File: config.mk
export PLATFORM = sky130hd
export DESIGN_NAME = cache_mem_arbiter
export DESIGN_NICKNAME = d
export VERILOG_FILES = /design/src/rtl/cache_mem_arbiter.sv
export SDC_FILE = /design/constraint.sdc
export NUM_CORES = 1
export LEC_CHECK = 0
export BUFFER_PORTS_ARGS = -buffer_cell sky130_fd_sc_hd__buf_2
export CAP_MARGIN = 0
export CORE_AREA = 2 2 102 104
export CTS_CLUSTER_SIZE = 10
export DETAILED_ROUTE_END_ITERATION = 10
export DIE_AREA = 0 0 104 106
export GPL_TIMING_DRIVEN = 0
export SYNTH_ARGS = -nofsm -noshare
export SYNTH_HDL_FRONTEND = slang
export SYNTH_SLANG_ARGS = --single-unit
File: constraint.sdc
create_clock -name CLK -period 2.1 [get_ports CLK]
set_input_delay 0.42 -clock CLK [delete_from_list [all_inputs] [get_ports CLK]]
set_output_delay 0.42 -clock CLK [all_outputs]
set_load 0.1 [all_outputs]
File: src/rtl/cache_mem_arbiter.sv
// Serializes icache (read) and dcache (read/write) word requests onto one RAM port.
// Optional perf counters: define CACHE_MEM_ARBITER_PERF_EN.
module cache_mem_arbiter #(
  parameter int unsigned STARVE_MAX = 4
) (
  input  logic        CLK,
  input  logic        RST,
  input  logic        iREN,
  input  logic [31:0] iaddr,
  output logic        iwait,
  output logic [31:0] iload,
  input  logic        dREN,
  input  logic        dWEN,
  input  logic [31:0] daddr,
  input  logic [31:0] dstore,
  output logic        dwait,
  output logic [31:0] dload,
  output logic        ramREN,
  output logic        ramWEN,
  output logic [31:0] ramaddr,
  output logic [31:0] ramstore,
  input  logic [31:0] ramload,
  input  logic        ramready
`ifdef CACHE_MEM_ARBITER_PERF_EN
  ,
  output logic [31:0] dcount,
  output logic [31:0] icount,
  output logic [31:0] stallcount
`endif
);

  typedef enum logic [1:0] {IDLE, D_ACC, I_ACC} state_t;

  state_t     r_state, w_next;
  logic [3:0] r_starve;
  logic       w_dreq, w_force, w_d_done, w_i_done;

  assign w_dreq   = dREN | dWEN;
  assign w_force  = iREN && (r_starve == 4'(STARVE_MAX));
  assign w_d_done = ~dwait;
  assign w_i_done = ~iwait;

  always_ff @(posedge CLK) begin
    if (RST) r_state <= IDLE;
    else     r_state <= w_next;
  end

  // Strobes and completion are driven from the live request so an abort
  // drops the RAM access in the same cycle.
  always_comb begin
    w_next   = r_state;
    iwait    = 1'b1;
    dwait    = 1'b1;
    iload    = '0;
    dload    = '0;
    ramREN   = 1'b0;
    ramWEN   = 1'b0;
    ramaddr  = '0;
    ramstore = '0;
    if (!RST) begin
      case (r_state)
        IDLE: begin
          if (w_dreq && !w_force) w_next = D_ACC;
          else if (iREN)          w_next = I_ACC;
        end
        D_ACC: begin
          if (!w_dreq) begin
            w_next = IDLE;
          end else begin
            ramaddr = daddr;
            if (dWEN) begin
              ramWEN   = 1'b1;
              ramstore = dstore;
            end else begin
              ramREN = 1'b1;
            end
            if (ramready) begin
              dwait  = 1'b0;
              dload  = dWEN ? 32'h0 : ramload;
              w_next = IDLE;
            end
          end
        end
        I_ACC: begin
          if (!iREN) begin
            w_next = IDLE;
          end else begin
            ramREN  = 1'b1;
            ramaddr = iaddr;
            if (ramready) begin
              iwait  = 1'b0;
              iload  = ramload;
              w_next = IDLE;
            end
          end
        end
        default: w_next = IDLE;
      endcase
    end
  end

  // Counts dcache wins over a waiting icache; at STARVE_MAX the icache is forced in.
  always_ff @(posedge CLK) begin
    if (RST)
      r_starve <= '0;
    else if (w_i_done || (r_state == IDLE && !iREN))
      r_starve <= '0;
    else if (w_d_done && iREN && r_starve != 4'(STARVE_MAX))
      r_starve <= r_starve + 4'd1;
  end

`ifdef CACHE_MEM_ARBITER_PERF_EN
  logic [31:0] r_dcount, r_icount, r_stallcount;

  always_ff @(posedge CLK) begin
    if (RST) begin
      r_dcount     <= '0;
      r_icount     <= '0;
      r_stallcount <= '0;
    end else begin
      if (w_d_done) r_dcount <= r_dcount + 32'd1;
      if (w_i_done) r_icount <= r_icount + 32'd1;
      if (r_state != IDLE && !ramready) r_stallcount <= r_stallcount + 32'd1;
    end
  end

  assign dcount     = r_dcount;
  assign icount     = r_icount;
  assign stallcount = r_stallcount;
`endif

endmodule

# [After elaboration in Yosys (flattened, before gate mapping)]
# Cells that the tools add are included.
[classes] n_mux=39 add_sub_neg=1 mul=0 n_shift=0 order_cmp=0 n_eq_ne=5 n_reduce_logical=10 n_div=0 bitwise=3
[ops] cell="32-bit 2-to-1 mux" count=16
[ops] cell="32-bit one-hot mux with 2 select lines" count=1
[ops] cell="1-bit 2-to-1 mux" count=15
[ops] cell="2-bit 2-to-1 mux" count=5
[ops] cell="2-bit one-hot mux with 3 select lines" count=1
[ops] cell="1-bit logical AND" count=5
[ops] cell="4-bit by 1-bit adder with 4-bit output, second input constant" count=1
[ops] cell="4-bit by 3-bit == test with 1-bit output, second input constant" count=1
[ops] cell="4-bit by 3-bit != test with 1-bit output, second input constant" count=1
[ops] cell="3-bit != test, second input constant" count=1
[ops] cell="2-bit by 1-bit == test with 1-bit output, second input constant" count=1
[ops] cell="2-bit == test, second input constant" count=1
[ops] cell="1-bit logical NOT" count=2
[ops] cell="2-bit logical NOT" count=1
[ops] cell="1-bit inverter" count=2
[ops] cell="1-bit one-hot mux with 2 select lines" count=1
[ops] cell="2-bit OR reduction" count=1
[ops] cell="1-bit logical OR" count=1
[ops] cell="1-bit bitwise OR" count=1
[word_totals] in_bits=134 n_memories=0 reg_bits=6 mem_bits_ro=0 latch_bits=0 ramBits=0

# [Depth between registers and ports, before layout]
[logic_depth] ltp_word=7 ltp_mapped=7 mapped_depth_nobuf=5

# [Least setup slack after synthesis]
# No wires, ideal clock.
[synth_timing] kind="register -> output" from="register r_state[0]" to="output port ramaddr[10]" t_arrival_ns=2.355 path_stages_with_launch=8 n_path_buf=2 slack_ns=-0.675 required_ns=1.680 path_cell_list="dfxtp_1 inv_1 ha_1 and2_4 buf_6 buf_2 a22oi_1 nor2_1"
[synth_via] elab_chain_cells=3 word_cells_on_any_way=4 classes_between="2 x eq/ne; 2 x mux"
[synth_lines] item="start, declared" line="34" rtl="state_t r_state, w_next;"
[synth_lines] item="start signal, assigned" line="45" rtl="else r_state <= w_next;"
[synth_lines] item="2-bit == test or 2-bit by 1-bit == test with 1-bit output (tied branches)" line="61" rtl="case (r_state)"
[synth_lines] item="32-bit one-hot mux with 2 select lines *" line="61"
[synth_lines] item="32-bit 2-to-1 mux *" line="60" rtl="if (!RST) begin"
[synth_lines] item="end, declared" line="20" rtl="output logic [31:0] ramaddr,"
# Mark *: on every way between the ends. The rest lies on a longest branch, timed or not.

# [Worst setup path in the final report]
[layout_timing] from="register r_state[1]" to="output port ramaddr[13]"
# Same word-level chain as after synthesis.

==> results.toml <==
[status]
status = "finished with violations"
failed_checks = "negative setup slack"

[yosys]
ys.flop_type = "sky130_fd_sc_hd__dfxtp_1"
yosys.cell_count.top_type = "sky130_fd_sc_hd__and3_1"
async_flop_share_pct = 0
postSynthCellCount = 246
synth.area.top_cells = "sky130_fd_sc_hd__and3_1 (24%), sky130_fd_sc_hd__a22oi_1 (15%), sky130_fd_sc_hd__and2_1 (12%), sky130_fd_sc_hd__nor2_1 (8.2%), sky130_fd_sc_hd__dfxtp_1 (7.3%)"
synth.area.mux_share_pct = 2.42
synth-edff-count = 0
synth_xor_area_share_pct = 0
synthesis.area_per_instance_sq_um = 6.72
synth_compound_area_share_pct = 17.2
synth_simple_gate_area_share_pct = 57.3
netlist-cell-type-count = 33
post-synth-top-area-fraction_pct = 24.2
synth_fa_ha_area_share_pct = 4.54
largest_area_contributor_in_the_netlist = "sky130_fd_sc_hd__and3_1"
synthTopCellsByCount = "sky130_fd_sc_hd__and3_1 (64), sky130_fd_sc_hd__nor2_1 (36), sky130_fd_sc_hd__a22oi_1 (32), sky130_fd_sc_hd__and2_1 (32), sky130_fd_sc_hd__buf_2 (13)"
synth_warnings = 0
synth_seq_area_share_pct = 7.26
syn-cell-area_sq_mm = 0.00165
postSynthNetCount = 386
synth_seq_cells = 6
synth_top_family_by_area = "simple AND/OR/NAND/NOR gates"

[clocking]
clk_root_buffer_cell = "sky130_fd_sc_hd__clkbuf_8"
clock_path_buffers = 2
clock_edge_transition_at_the_registers_on_the_reported_setup_and_hold_paths_ps = 40
htreeDepth = 1
tritoncts_clock_tree = "built"
hold_buffers = 0
cts_buf_count = 3
clock_sinks = 6
clk_latency_ps = 230

[setup_path]
critical_path.most_common_cell = "sky130_fd_sc_hd__buf_12"
count_of_cells_along_the_worst_register_to_register_path = 8
worst_ep_arrival_time_ps = 1760
worstPathMaxFanout = 10
timing.critical_path.slowest_stage_cell = "sky130_fd_sc_hd__dfxtp_2"
rrSetupSlack_ps = 460
slowest_delay_ps = 330
criticalPathCategory = "reg2out"
crit_path_start_kind = "flop"
launch_instance_of_the_worst_register_to_register_path = "r_state[1]"
timing.critical_path.cells = "buf_6 > ha_4 > and2_4 > buf_12 > buf_12 > a22oi_2 > nor2_4 > buf_12"
cp_data_required_time_ps = 1680
worstSetupEndpointType = "output pin"
timing.rr.end = "r_starve[1]"

[sta]
report.final.hold_viol_count = 0
slew-limit-headroom_pct = 68.1
min_tclk_post_route_ps = 2180
worst_clock_skew_ps = 2.88
fmax_mhz = 459
slew_viol_final = 0
final_min_period_over_clock_period_pct = 104
tightest_slew_ps = 482
finalHoldWorstSlack_ps = 503
grt_setup_unrepaired = "true"
setup-violations-final = 28
setup_slack_ps = -79.4

[placed_design]
detailed_place_hpwl_um = 7960
gpl.final_weighted_congestion = 0.890
port_buffers = 264
worst_slack_placed_ps = -394

[drt]
highest_layer = "met4"
dr_wl_met2_um = 6850
dr.pass1.iters = 4
routedLengthMet1_um = 4550
drcViolationCount = 0
via_per_inst = 4.73
routed_wire_length_per_instance_um = 18.8
drt-total-wl_um = 12400
ant_nets = 0
dr_wl_met3_um = 633
vias_after_detailed_routing = 3128
first_iter_violations = 91

[die]
core_region_area_sq_mm = 0.0100
die_area_sq_mm = 0.0110
initial_core_util_pct = 16.5
die_h_um = 106
std_cell_rows = 37
die-width_um = 104
io-pin-count = 266

[global_route]
maximum_number_of_pins_on_one_net_before_global_route_repair = 11
antenna_found_initial = 0
wire_length_of_the_first_global_routing_pass_um = 17100
first_global_vias = 3191
global_route.usage.total_pct = 19.1
globalRoute.totalOverflow = 0

[power_and_ir_drop]
power.density_mw_per_mm2 = 237
vdd_drop_max_uv = 323
p_leak_uw = 0.00245

[layout]
synthToLayoutAreaGrowth_pct = 237
antenna-diode-count = 0
final_core_utilization_pct = 55.8
multi_input_area_sq_mm = 0.00191
final-seq-area_sq_um = 123
final.fill_count = 845
final_layout_size_suffix_gt1_share_pct = 86.3
nNetsFinal = 667

[hold_path]
worst_hold_stages = 2
min_delay_worst_endpoint = "r_starve[3]"
timing.hold.worst.class = "reg2reg"
min_from = "r_starve[3]"

[job]
max-cap-violations = 0
==> layer usage <==
metal | track usage [%] | up-vias
li1 | - | 1453
met1 | 22.0 | 1490
met2 | 36.0 | 154
met3 | 3.68 | 31
met4 | 4.83 | 0
met5 | 0 | -
==> worst max-delay path: cells and delay by family, from the launching register on <==
kind | cells | cell delay (ps)
buffers and inverters | 4 | 570
adder cells (fa/ha/maj) | 1 | 150
AND/OR/NAND/NOR | 2 | 240
flip-flops | 1 | 330
AO/OA/AOI/OAI | 1 | 230
==> state kept, by name, indices dropped and copies added, names as in the netlist <==
name / cells
r_state: 2
r_starve: 4
==> cells in the final DEF, fill, tap and decap left out, drive strengths merged, types with 2 or more instances in the layout <==
cell type  count
buf          289
and3          65
nor2          36
and2          33
a22oi         32
clkbuf        19
nand4          7
ha             6
dfxtp          6
inv            5
mux2i          4
nand2          4
o32ai          2
nand4b         2
and4bb         2
and3b          2
==> kinds of logic after synthesis <==
group,Yosys count
AO/OA/AOI/OAI,38
adder cells (fa/ha/maj),6
buffers and inverters,34
flip-flops,6
multiplexers,4
AND/OR/NAND/NOR,158
==> final cells by class <==
type	count	share of cell area, %
plain buffers	29	6.46
repair buffers	276	53.0
well taps	136	3.05
inverters	5	0.336
flip-flops and latches	6	2.20
clock buffers	3	0.740
multi-input cells	206	34.2
==> metrics by stage <==
step	setup TNS, ps	total power [uW]	std cells	instance area (sq um)
after detailed placement	-19470	872	646	3390
after CTS	-1290	1230	653	5070
final	-957	1320	661	5580
after global placement	-16290	863	646	3390
after global routing	-4800	1380	661	5580
after floorplan	-3450	649	246	1900
==> power by group <==
group          leakage (uW)  switching (uW)  internal (uW)  total [uW]
Sequential        0.0000494            4.42            120         124
Combinational       0.00238             627            392        1020
Clock             0.0000216            54.6            124         178
Total               0.00245             686            635        1320
==> how the worst max path moves through the flow <==
stage / start / endpoint / slack [ps]
finish: r_state[1] / ramaddr[13] / -80
global route: r_state[1] / ramaddr[13] / -130
CTS: r_state[1] / ramaddr[28] / -50
detailed placement: r_state[1] / dload[27] / -390
global placement: dWEN / dload[27] / -330
floorplan: r_state[0] / ramaddr[16] / -220
==> what timing repair did <==
item | 4_1_cts | 5_1_grt
endpoints found under the setup margin | 131 | 127
gates resized for setup | 446 | 102
buffers inserted | 3 | 4
pin swaps | 32 | 8
gates cloned | 1 | 4
endpoints found under the hold margin | 0 | 0
(Power assumes the default switching activity.)
